===== src/rtl/peak_finder_if.sv =====
`default_nettype none
// ============================================================================
//  Module      : peak_finder_if
//  Description : Pulse-record readout bus of peak_finder. One record per
//                valid/ready handshake.
//                  peak_valid  record available              (master -> slave)
//                  peak_ready  consumer accepts record       (slave  -> master)
//                  peak_amp    signed max sample of pulse    (master -> slave)
//                  peak_time   timestamp of first max sample (master -> slave)
//                  peak_width  samples above threshold       (master -> slave)
//  Revision    : 1.0  initial release
// ============================================================================
interface peak_finder_if #(
    parameter int DATA_W = 16,
    parameter int TS_W   = 16,
    parameter int WID_W  = 7
) ();
    logic                     peak_valid;
    logic                     peak_ready;
    logic signed [DATA_W-1:0] peak_amp;
    logic        [TS_W-1:0]   peak_time;
    logic        [WID_W-1:0]  peak_width;

    modport master (
        output peak_valid, peak_amp, peak_time, peak_width,
        input  peak_ready
    );

    modport slave (
        input  peak_valid, peak_amp, peak_time, peak_width,
        output peak_ready
    );
endinterface
`default_nettype wire


===== src/rtl/peak_finder.sv =====
`default_nettype none
// ============================================================================
//  Module      : peak_finder
//  Description : Finds pulses above a signed threshold in a stream of filtered
//                samples (one per clk). For each pulse, emits the signed peak
//                amplitude, the timestamp of the first peak sample and the
//                pulse width into a 1-entry valid/ready output register, then
//                ignores the input for HOLDOFF cycles.
//  Ports       : clk, reset (sync, active-high)
//                input_data  filtered sample (always valid)
//                threshold   signed arming threshold (latched at arm time)
//                rec         record readout bus (peak_finder_if.master)
//                lost_cnt    saturating count of records dropped on a full
//                            output register
//                pileup_cnt  saturating count of pile-ups seen during holdoff
//  Options     : `define PEAK_FINDER_PILEUP_EN enables pile-up counting;
//                otherwise pileup_cnt is tied to zero.
//  Revision    : 1.0  initial release
// ============================================================================
module peak_finder #(
    parameter int DATA_W    = 16,
    parameter int TS_W      = 16,
    parameter int HOLDOFF   = 8,
    parameter int MAX_WIDTH = 64
) (
    input  logic                     clk,
    input  logic                     reset,
    input  logic signed [DATA_W-1:0] input_data,
    input  logic signed [DATA_W-1:0] threshold,
    peak_finder_if.master            rec,
    output logic        [15:0]       lost_cnt,
    output logic        [15:0]       pileup_cnt
);

    localparam int             c_wid_w   = $clog2(MAX_WIDTH + 1);
    localparam [c_wid_w-1:0]   c_max_wid = c_wid_w'(MAX_WIDTH);
    localparam [7:0]           c_holdoff = 8'(HOLDOFF);

    typedef enum logic [1:0] {
        S_IDLE  = 2'd0,
        S_TRACK = 2'd1,
        S_HOLD  = 2'd2
    } state_t;

    state_t                   r_state;
    state_t                   w_next_state;

    logic        [TS_W-1:0]   r_ts;
    logic signed [DATA_W-1:0] r_thr_q;
    logic signed [DATA_W-1:0] r_max;
    logic        [TS_W-1:0]   r_max_ts;
    logic        [c_wid_w-1:0] r_wid;
    logic        [7:0]        r_hold_cnt;

    logic                     r_valid;
    logic signed [DATA_W-1:0] r_amp;
    logic        [TS_W-1:0]   r_time;
    logic        [c_wid_w-1:0] r_width;
    logic        [15:0]       r_lost;

    logic                     w_gt_thr_in;
    logic                     w_gt_q;
    logic                     w_gt_max;
    logic        [c_wid_w-1:0] w_wid_inc;
    logic                     w_emit;
    logic signed [DATA_W-1:0] w_emit_amp;
    logic        [TS_W-1:0]   w_emit_ts;
    logic        [c_wid_w-1:0] w_emit_wid;
    logic                     w_load_ok;

    assign w_gt_thr_in = input_data > threshold;
    assign w_gt_q      = input_data > r_thr_q;
    assign w_gt_max    = input_data > r_max;
    assign w_wid_inc   = r_wid + 1'b1;
    // The output register can take a new record when empty or being drained.
    assign w_load_ok   = !r_valid || rec.peak_ready;

    always_ff @(posedge clk) begin
        if (reset) begin
            r_state <= S_IDLE;
        end else begin
            r_state <= w_next_state;
        end
    end

    always_comb begin
        w_next_state = r_state;
        w_emit       = 1'b0;
        w_emit_amp   = r_max;
        w_emit_ts    = r_max_ts;
        w_emit_wid   = r_wid;
        case (r_state)
            S_IDLE: begin
                if (w_gt_thr_in) begin
                    w_next_state = S_TRACK;
                    // Degenerate limit: a single sample already fills the width.
                    if (c_max_wid == c_wid_w'(1)) begin
                        w_emit       = 1'b1;
                        w_emit_amp   = input_data;
                        w_emit_ts    = r_ts;
                        w_emit_wid   = c_max_wid;
                        w_next_state = S_HOLD;
                    end
                end
            end
            S_TRACK: begin
                if (w_gt_q) begin
                    // Strict compare keeps the earliest of equal maxima.
                    if (w_gt_max) begin
                        w_emit_amp = input_data;
                        w_emit_ts  = r_ts;
                    end
                    w_emit_wid = w_wid_inc;
                    if (w_wid_inc == c_max_wid) begin
                        w_emit       = 1'b1;
                        w_next_state = S_HOLD;
                    end
                end else begin
                    w_emit       = 1'b1;
                    w_next_state = S_HOLD;
                end
            end
            S_HOLD: begin
                if (r_hold_cnt <= 8'd1) begin
                    w_next_state = S_IDLE;
                end
            end
            default: begin
                w_next_state = S_IDLE;
            end
        endcase
    end

    // Free-running timestamp and pulse-tracking datapath.
    always_ff @(posedge clk) begin
        if (reset) begin
            r_ts       <= '0;
            r_thr_q    <= '0;
            r_max      <= '0;
            r_max_ts   <= '0;
            r_wid      <= '0;
            r_hold_cnt <= '0;
        end else begin
            r_ts <= r_ts + 1'b1;
            case (r_state)
                S_IDLE: begin
                    if (w_gt_thr_in) begin
                        r_thr_q  <= threshold;
                        r_max    <= input_data;
                        r_max_ts <= r_ts;
                        r_wid    <= c_wid_w'(1);
                    end
                end
                S_TRACK: begin
                    if (w_gt_q) begin
                        r_wid <= w_wid_inc;
                        if (w_gt_max) begin
                            r_max    <= input_data;
                            r_max_ts <= r_ts;
                        end
                    end
                end
                S_HOLD: begin
                    r_hold_cnt <= r_hold_cnt - 1'b1;
                end
                default: begin
                end
            endcase
            if (w_emit) begin
                r_hold_cnt <= c_holdoff;
            end
        end
    end

    // 1-entry output register with drop accounting.
    always_ff @(posedge clk) begin
        if (reset) begin
            r_valid <= 1'b0;
            r_amp   <= '0;
            r_time  <= '0;
            r_width <= '0;
            r_lost  <= '0;
        end else begin
            if (w_emit && w_load_ok) begin
                r_valid <= 1'b1;
                r_amp   <= w_emit_amp;
                r_time  <= w_emit_ts;
                r_width <= w_emit_wid;
            end else if (r_valid && rec.peak_ready) begin
                r_valid <= 1'b0;
            end
            if (w_emit && !w_load_ok && (r_lost != 16'hFFFF)) begin
                r_lost <= r_lost + 1'b1;
            end
        end
    end

    assign rec.peak_valid = r_valid;
    assign rec.peak_amp   = r_amp;
    assign rec.peak_time  = r_time;
    assign rec.peak_width = r_width;
    assign lost_cnt       = r_lost;

`ifdef PEAK_FINDER_PILEUP_EN
    logic        r_prev_gt;
    logic        r_pile_seen;
    logic [15:0] r_pile_cnt;
    logic        w_cur_gt;

    // The sample that ends a pulse is judged against the latched threshold,
    // so the first holdoff sample sees a consistent "previous" flag.
    assign w_cur_gt = (r_state == S_IDLE) ? w_gt_thr_in : w_gt_q;

    always_ff @(posedge clk) begin
        if (reset) begin
            r_prev_gt   <= 1'b0;
            r_pile_seen <= 1'b0;
            r_pile_cnt  <= '0;
        end else begin
            r_prev_gt <= w_cur_gt;
            if (w_emit) begin
                r_pile_seen <= 1'b0;
            end else if ((r_state == S_HOLD) && w_gt_q && !r_prev_gt && !r_pile_seen) begin
                r_pile_seen <= 1'b1;
                if (r_pile_cnt != 16'hFFFF) begin
                    r_pile_cnt <= r_pile_cnt + 1'b1;
                end
            end
        end
    end

    assign pileup_cnt = r_pile_cnt;
`else
    assign pileup_cnt = '0;
`endif

endmodule
`default_nettype wire


===== src/flat_wrapper.sv =====
// flat-port wrapper written by rule: the top's interface ports become plain ports
module peak_finder_flat 
#(
    parameter int DATA_W    = 16,
    parameter int TS_W      = 16,
    parameter int HOLDOFF   = 8,
    parameter int MAX_WIDTH = 64
)
  (clk, reset, input_data, threshold, lost_cnt, pileup_cnt, rec_peak_valid, rec_peak_amp, rec_peak_time, rec_peak_width, rec_peak_ready);
  peak_finder_if #(.DATA_W(DATA_W), .TS_W(TS_W), .WID_W(7)) rec_i ();
  input  logic clk;
  input  logic reset;
  input  logic signed [DATA_W-1:0] input_data;
  input  logic signed [DATA_W-1:0] threshold;
  output logic        [15:0] lost_cnt;
  output logic        [15:0] pileup_cnt;
  output wire logic [$bits(rec_i.peak_valid)-1:0] rec_peak_valid;
  output wire logic [$bits(rec_i.peak_amp)-1:0] rec_peak_amp;
  output wire logic [$bits(rec_i.peak_time)-1:0] rec_peak_time;
  output wire logic [$bits(rec_i.peak_width)-1:0] rec_peak_width;
  input wire logic [$bits(rec_i.peak_ready)-1:0] rec_peak_ready;
  assign rec_peak_valid = rec_i.peak_valid;
  assign rec_peak_amp = rec_i.peak_amp;
  assign rec_peak_time = rec_i.peak_time;
  assign rec_peak_width = rec_i.peak_width;
  assign rec_i.peak_ready = rec_peak_ready;
  peak_finder #(.DATA_W(DATA_W), .TS_W(TS_W), .HOLDOFF(HOLDOFF), .MAX_WIDTH(MAX_WIDTH)) u_core (.clk(clk), .reset(reset), .input_data(input_data), .threshold(threshold), .rec(rec_i), .lost_cnt(lost_cnt), .pileup_cnt(pileup_cnt));
endmodule

===== config.mk =====
export PLATFORM = sky130hd
export DESIGN_NAME = peak_finder_flat
export DESIGN_NICKNAME = d
export VERILOG_FILES = /design/src/rtl/peak_finder_if.sv /design/src/rtl/peak_finder.sv /design/src/flat_wrapper.sv
export SDC_FILE = /design/constraint.sdc
export NUM_CORES = 1
export LEC_CHECK = 0
export CAP_MARGIN = 0
export CORE_MARGIN = 2
export CORE_UTILIZATION = 35
export CTS_CLUSTER_SIZE = 14
export DETAILED_ROUTE_END_ITERATION = 12
export PLACE_DENSITY = 0.66
export SLEW_MARGIN = 20
export SYNTH_ARGS = -nofsm -noshare
export SYNTH_HDL_FRONTEND = slang
export SYNTH_SLANG_ARGS = --single-unit
export TNS_END_PERCENT = 20

===== constraint.sdc =====
create_clock -name clk -period 3.8 [get_ports clk]
set_input_delay 0.76 -clock clk [delete_from_list [all_inputs] [get_ports clk]]
set_output_delay 0.76 -clock clk [all_outputs]
set_load 0.02 [all_outputs]

==> results.md <==
* Vias per cell at between 5 and 6
* Placement Setup Slack at -290 ps
* Ys Warns at 0
* Wire per inst at between 15 and 20 um
* Min Tclk post-route at about 3400 ps
* GP Congestion at about 0.84
* Post-synth ARST share at 0%
* GRT Total Usage at between 10% and 20%
* Initial core utilization at between 30 and 40%
* Power per cell area at around 440 nW/um^2
* Root buf cell: clkbuf_16
* Final setup vio count at 0
* Worst Path Buf+Inv at 4
* Hold_ws at about 480 ps
* First-pass GRT wire length at between 30000 and 40000 um
* HP Class: reg2reg
* ANT cells at 0
* Area grow syn2layout at 24.1%
* Clock Pin Slew Worst Setup and Hold Paths at approximately 60 ps
* Post-Layout Cell Count at ~1300
* Synth unique cells at between 60 and 70
* Remaining DRCs at 0
* Worst-Skew Late Latency at 420 ps
* H-tree Lvls at 4
* Area leader, netlist: dfxtp_1
* Total wire length at 21400 um
* CTS Sinks at approximately 140
* # Max-Cap Violations at 0
* Setup TNS at 0 ps
* DPL Wire Length at between 15000 and 20000 um
* Synth Area in Compound Gates at 16.4%
* Design Area, Final at 9920 sq um
* Mapped Avg Cell Area at between 8 and 9 sq um
* XOR/XNOR Fraction of Synth Area at under 10%
* CTS tree: built
* Main combinational cell family by area after synthesis: simple AND/OR/NAND/NOR gates
* Critical path data arrival time at between 3000 and 4000 ps
* Post-CTS Setup Bufs at 0
* Final core occ at 44.1%
* Top delay family on crit path: buffers and inverters
* Multi-input logic area at around 4700 sq um
* Hold-fix buffers, CTS at 0
* Cells after Synth at a little over 900
* Total gr overflow at 0
* Proportion of layout cells with a drive suffix above 1 at 9.91%
* Post-route ant nets at 0
* CP dominant cell by count: buf_12
* Worst Path Max Fanout at 31
* WS Path Type: in2reg
* DRT iter0 DRCs at 603
* CP required at around 4100 ps
* Placed Cells at about 1300
* Placed cell area at a little over 9000 sq um
* Vias at a little over 7000
* Clock Path Buffers at 2
* Critical path, cell by cell: clkdlybuf4s50_1, ha_1, nand4_1, nor4_4, a21boi_2, and4bb_1, buf_4, o21ai_4, buf_12, buf_12, nor2_1, a32o_1
* Die X at between 150 and 200 um
* Number of synthesized flops with an enable pin at 0
* Worst stage delay on the critical path at 430 ps
* CTS buffer count at 17
* Worst vdd ir at 334 uV
* Period utilization at roughly 90%
* Fmax at ~0.29 GHz
* Vias in the first global route at approximately 6800
* Fin nets at around 1100
* Unrepaired setup endpoints after global routing: no
* Drt pass-1 iters at 5
* Post-CTS Resized at 0
* Core area at approximately 23000 sq um
* Max_slew headroom at 48.5%
* Synth top area share at between 30 and 40%
* Fin. Hold Viols at 0
* Simple-gate share of the synthesized area at between 20% and 30%
* Pins Over Slew Limit at 0
* Synthesized area at ~8000 sq um
* Mux share of post-synthesis cell area at approximately 7.0%
* Rows at 55
* Initial antenna violation count at 0
* Largest net degree at the start of global routing at slightly below 70
* Fillcell total at around 2200
* Worst Tran Pin Value at 772 ps
* I/O Pins at about 110
* Post-synthesis sequential area ratio at 34.3%
* Synth area leaders: dfxtp_1, ha_1, mux2i_1, nand2b_1, nand3_1
* Total power at 4.33 mW
* Register Area at approximately 2700 sq um
* Final worst slack at ~360 ps
* Startpoint types: input pin
* Pleak at roughly 3.7 nW
* Most used flip-flop cell after synthesis: dfxtp_1
* Critical path's slowest cell: clkdlybuf4s50_1
* Synth Register Bits at between 100 and 150
* Critical path endpoint category: flop
* Status: complete, no violations
* Clock skew at approximately 12 ps
* Die area at 24100 sq um
* Adder-Cell Fraction of Synth Area at just over 8%
* PortBufs at 90
* Die height at 155 um
[per-layer routing]
metal	vias up	track usage [%]	wire length [um]
met5	-	0	0
met4	0	6.39	410
met3	24	3.79	1120
met2	205	29.4	9800
met1	3358	24.1	10100
li1	3498	-	-
[registers in the layout, indices dropped and copies added (netlist names), 2 cells and up]
signal,flops
u_core.r_hold_cnt,8
u_core.rec.peak_amp,16
u_core.r_max,16
u_core.r_state,2
u_core.r_thr_q,16
u_core.r_wid,7
u_core.r_ts,16
u_core.r_max_ts,16
u_core.rec.peak_width,7
u_core.rec.peak_time,16
u_core.lost_cnt,16
[layout by cell type (no fill, tap or decap), types with 5 or more instances in the layout]
master           instances
buf_12                   7
or4_1                   15
inv_1                   56
xor2_1                  14
conb_1                  16
ha_1                    53
nand2b_1                70
clkdlybuf4s50_1         89
nand4_1                 13
a31oi_1                  5
buf_4                   40
xnor2_1                  7
nor2b_1                  9
o21ai_0                 14
nand3_1                 85
and3_1                   7
clkbuf_16               17
a211oi_1                38
nand2_1                 29
nor2_1                  80
a221o_1                 33
o211ai_1                 9
nor3_1                   8
mux2i_1                 50
o31ai_1                 10
and4_1                   6
dfxtp_1                137
or3_1                    8
a21oi_1                 36
nor4_1                   5
[tightest hold or removal path, stage by stage (launching register included)]
cell and delay (ps):
dfxtp_1 310, nand2b_1 60, mux2i_1 60
[final timing paths]
kind	start	endpoint	slack, ps	cells past startpoint
min reg2reg	u_core.r_max_ts[10]	u_core.r_max_ts[10]	480	2
max reg2reg	u_core.r_thr_q[11]	u_core.rec.peak_width[3]	760	12
min	u_core.r_max_ts[10]	u_core.r_max_ts[10]	480	2
max	input_data[11]	u_core.rec.peak_width[3]	360	12
[final cells by class]
type	count	share of cell area, %
Clock buffer	17	4.29
Inverter	56	2.12
Tap cell	285	3.60
Timing Repair Buffer	137	13.7
Multi-Input combinational cell	667	47.3
Sequential cell	137	27.7
Clock inverter	15	1.35
[where the power goes]
| group | internal, mW | switching, mW |
|---|---|---|
| Clock | 0.859 | 0.719 |
| Sequential | 1.52 | 0.0725 |
| Combinational | 0.473 | 0.686 |
| Total | 2.86 | 1.48 |
[Yosys cell counts (all sizes together) (15+ instances only)]
| cell | instances |
|---|---|
| buf | 42 |
| or4 | 15 |
| nand3 | 85 |
| a21oi | 37 |
| mux2i | 51 |
| dfxtp | 137 |
| a211oi | 38 |
| nand2b | 71 |
| nor2 | 82 |
| a221o | 33 |
| inv | 56 |
| o21ai | 15 |
| nand2 | 29 |
| clkbuf | 41 |
| ha | 53 |
[cells by family (layout without fill, tap and decap cells)]
family	Yosys count	in the layout
AOI/OAI and AO/OA	174	174
DFF	137	137
muxes	55	55
xor gates and xnor gates	21	21
buffers and inverters	139	225
other	1	16
adders and majority gates	53	53
and+or+nand+nor	348	348
Power figures use the tool's default switching activity.
==> RTL change: new RTL, config.mk and constraints unchanged <==
Take the reset off `r_ts` and load it in a clocked block of its own.
--- a/src/rtl/peak_finder.sv
+++ b/src/rtl/peak_finder.sv
@@ -136,3 +136,2 @@
         if (reset) begin
-            r_ts       <= '0;
             r_thr_q    <= '0;
@@ -143,3 +142,2 @@
         end else begin
-            r_ts <= r_ts + 1'b1;
             case (r_state)
@@ -174,2 +172,6 @@
 
+    always_ff @(posedge clk) begin
+        r_ts <= r_ts + 1'b1;
+    end
+
     // 1-entry output register with drop accounting.
Check against the original RTL: not equivalent (a bounded check fails within 4 cycles, from zero or initial values and one cycle with reset high).
==> RTL change against the original RTL <==
- core utilization grew 0.96 points
- sequential cell count stayed put
- design area down 5.1%
- largest power group is now clock
- routed wire length is 17% lower
- hold slack got worse by 0.018 ns
- total power up 9.7%
- worst setup slack lost 0.038 ns
- area after synthesis is 7.5% lower
==> RTL change: results <==
export IMPL_crit_end="u_core.rec.peak_width[0]"
export IMPL_powerDensity_nw_per_um2=505
export IMPL_cp_data_arrival_time_ns=3.80
export IMPL_p_seq_share_pct=35.0
export IMPL_dp_slack_ns=-0.164
export IMPL_hpwl_mm=12.7
export IMPL_place_inst=1177
export IMPL_cp_slowest_cell="a2111oi_1"
export IMPL_dpl_cell_area_sq_um=8780
export IMPL_switching_power_mw=1.48
export IMPL_drt_iter0_drc=321
export IMPL_nFillCells=2004
export IMPL_ys_seq_area_share_pct=37.1
export IMPL_p_comb_mw=1.36
export IMPL_vias=6076
export IMPL_synth_cell_types=57
export IMPL_peakVddDrop_v=0.000382
export IMPL_routed_via_density=5.03
export IMPL_synth_cells=809
export IMPL_wl_mm=17.9
export IMPL_crit_family="compound AO/OA/AOI/OAI gates"
export IMPL_gp_congestion=0.844
export IMPL_synthTopCellsByCount="137 x dfxtp_1, 82 x mux2i_1, 78 x a21oi_1"
export IMPL_cp_max_fo=20
export IMPL_cts_resized=0
export IMPL_grt_pass1_vias=5831
export IMPL_synth_area_top_cells="dfxtp_1 37%, mux2i_1 11%, ha_1 9.0%"
export IMPL_max_slew_margin_rel_pct=48.6
export IMPL_final_nets=1009
export IMPL_status="complete, no violations"
export IMPL_finClkSkew_ns=0.00739
export IMPL_max_stage_delay_ns=0.62
export IMPL_r2r_end="u_core.rec.peak_width[0]"
export IMPL_port_buffer_count=90
export IMPL_clockRootBuffer="clkbuf_16"
export IMPL_leakage_nw=3.77
export IMPL_grt_pass1_wl_mm=29.5
export IMPL_grtUsageTotal_pct=16.6
export IMPL_grt_max_degree=79
[RTL change: cell types whose count changed after synthesis, moves of 11 or more]
| cell | change |
|---|---|
| nand3_1 | -69 |
| nor2_1 | -43 |
| a21oi_1 | +42 |
| a221o_1 | -33 |
| mux2i_1 | +31 |
| clkbuf_1 | -13 |
| buf_2 | -11 |
| nand2_1 | -11 |
| xnor2_1 | +11 |
[RTL change: worst min path at each step]
stage | from | endpoint | slack (ns) | cells after the start
2_1_floorplan | u_core.r_ts[0] | u_core.r_ts[0] | 0.41 | 1
3_3_place_gp | u_core.r_ts[0] | u_core.r_ts[0] | 0.43 | 1
3_5_place_dp | u_core.r_ts[0] | u_core.r_ts[0] | 0.45 | 1
4_1_cts | u_core.r_ts[0] | u_core.r_ts[0] | 0.46 | 1
5_1_grt | u_core.r_ts[0] | u_core.r_ts[0] | 0.49 | 1
6_report | u_core.r_ts[0] | u_core.r_ts[0] | 0.46 | 1
[RTL change: per-layer routing]
metal  routed length [microns]  vias to the layer above  global-route usage, %
met2                      8100                      123                   25.9
met1                      8700                     2861                   22.3
met3                       758                       19                   3.88
met4                       286                        0                   5.90
li1                          -                     3073                      -
met5                         0                        -                      0
[RTL change: layout make-up]
class	count	area, sq um	share of cell area [%]
Inverter	58	218	2.31
Tap cell	275	344	3.66
Clock buffer	20	467	4.96
Timing Repair Buffer	135	1270	13.5
Sequential cell	137	2740	29.2
Multi-Input combinational cell	572	4220	44.8
Clock inverter	11	145	1.54
[RTL change: cells by family after synthesis]
family,synth area share (%)
muxes,11.3
xor gates and xnor gates,3.08
adders and majority gates,8.97
and+or+nand+nor,16.9
other,0.0507
buffers and inverters,7.27
AOI/OAI and AO/OA,15.4
DFF,37.1
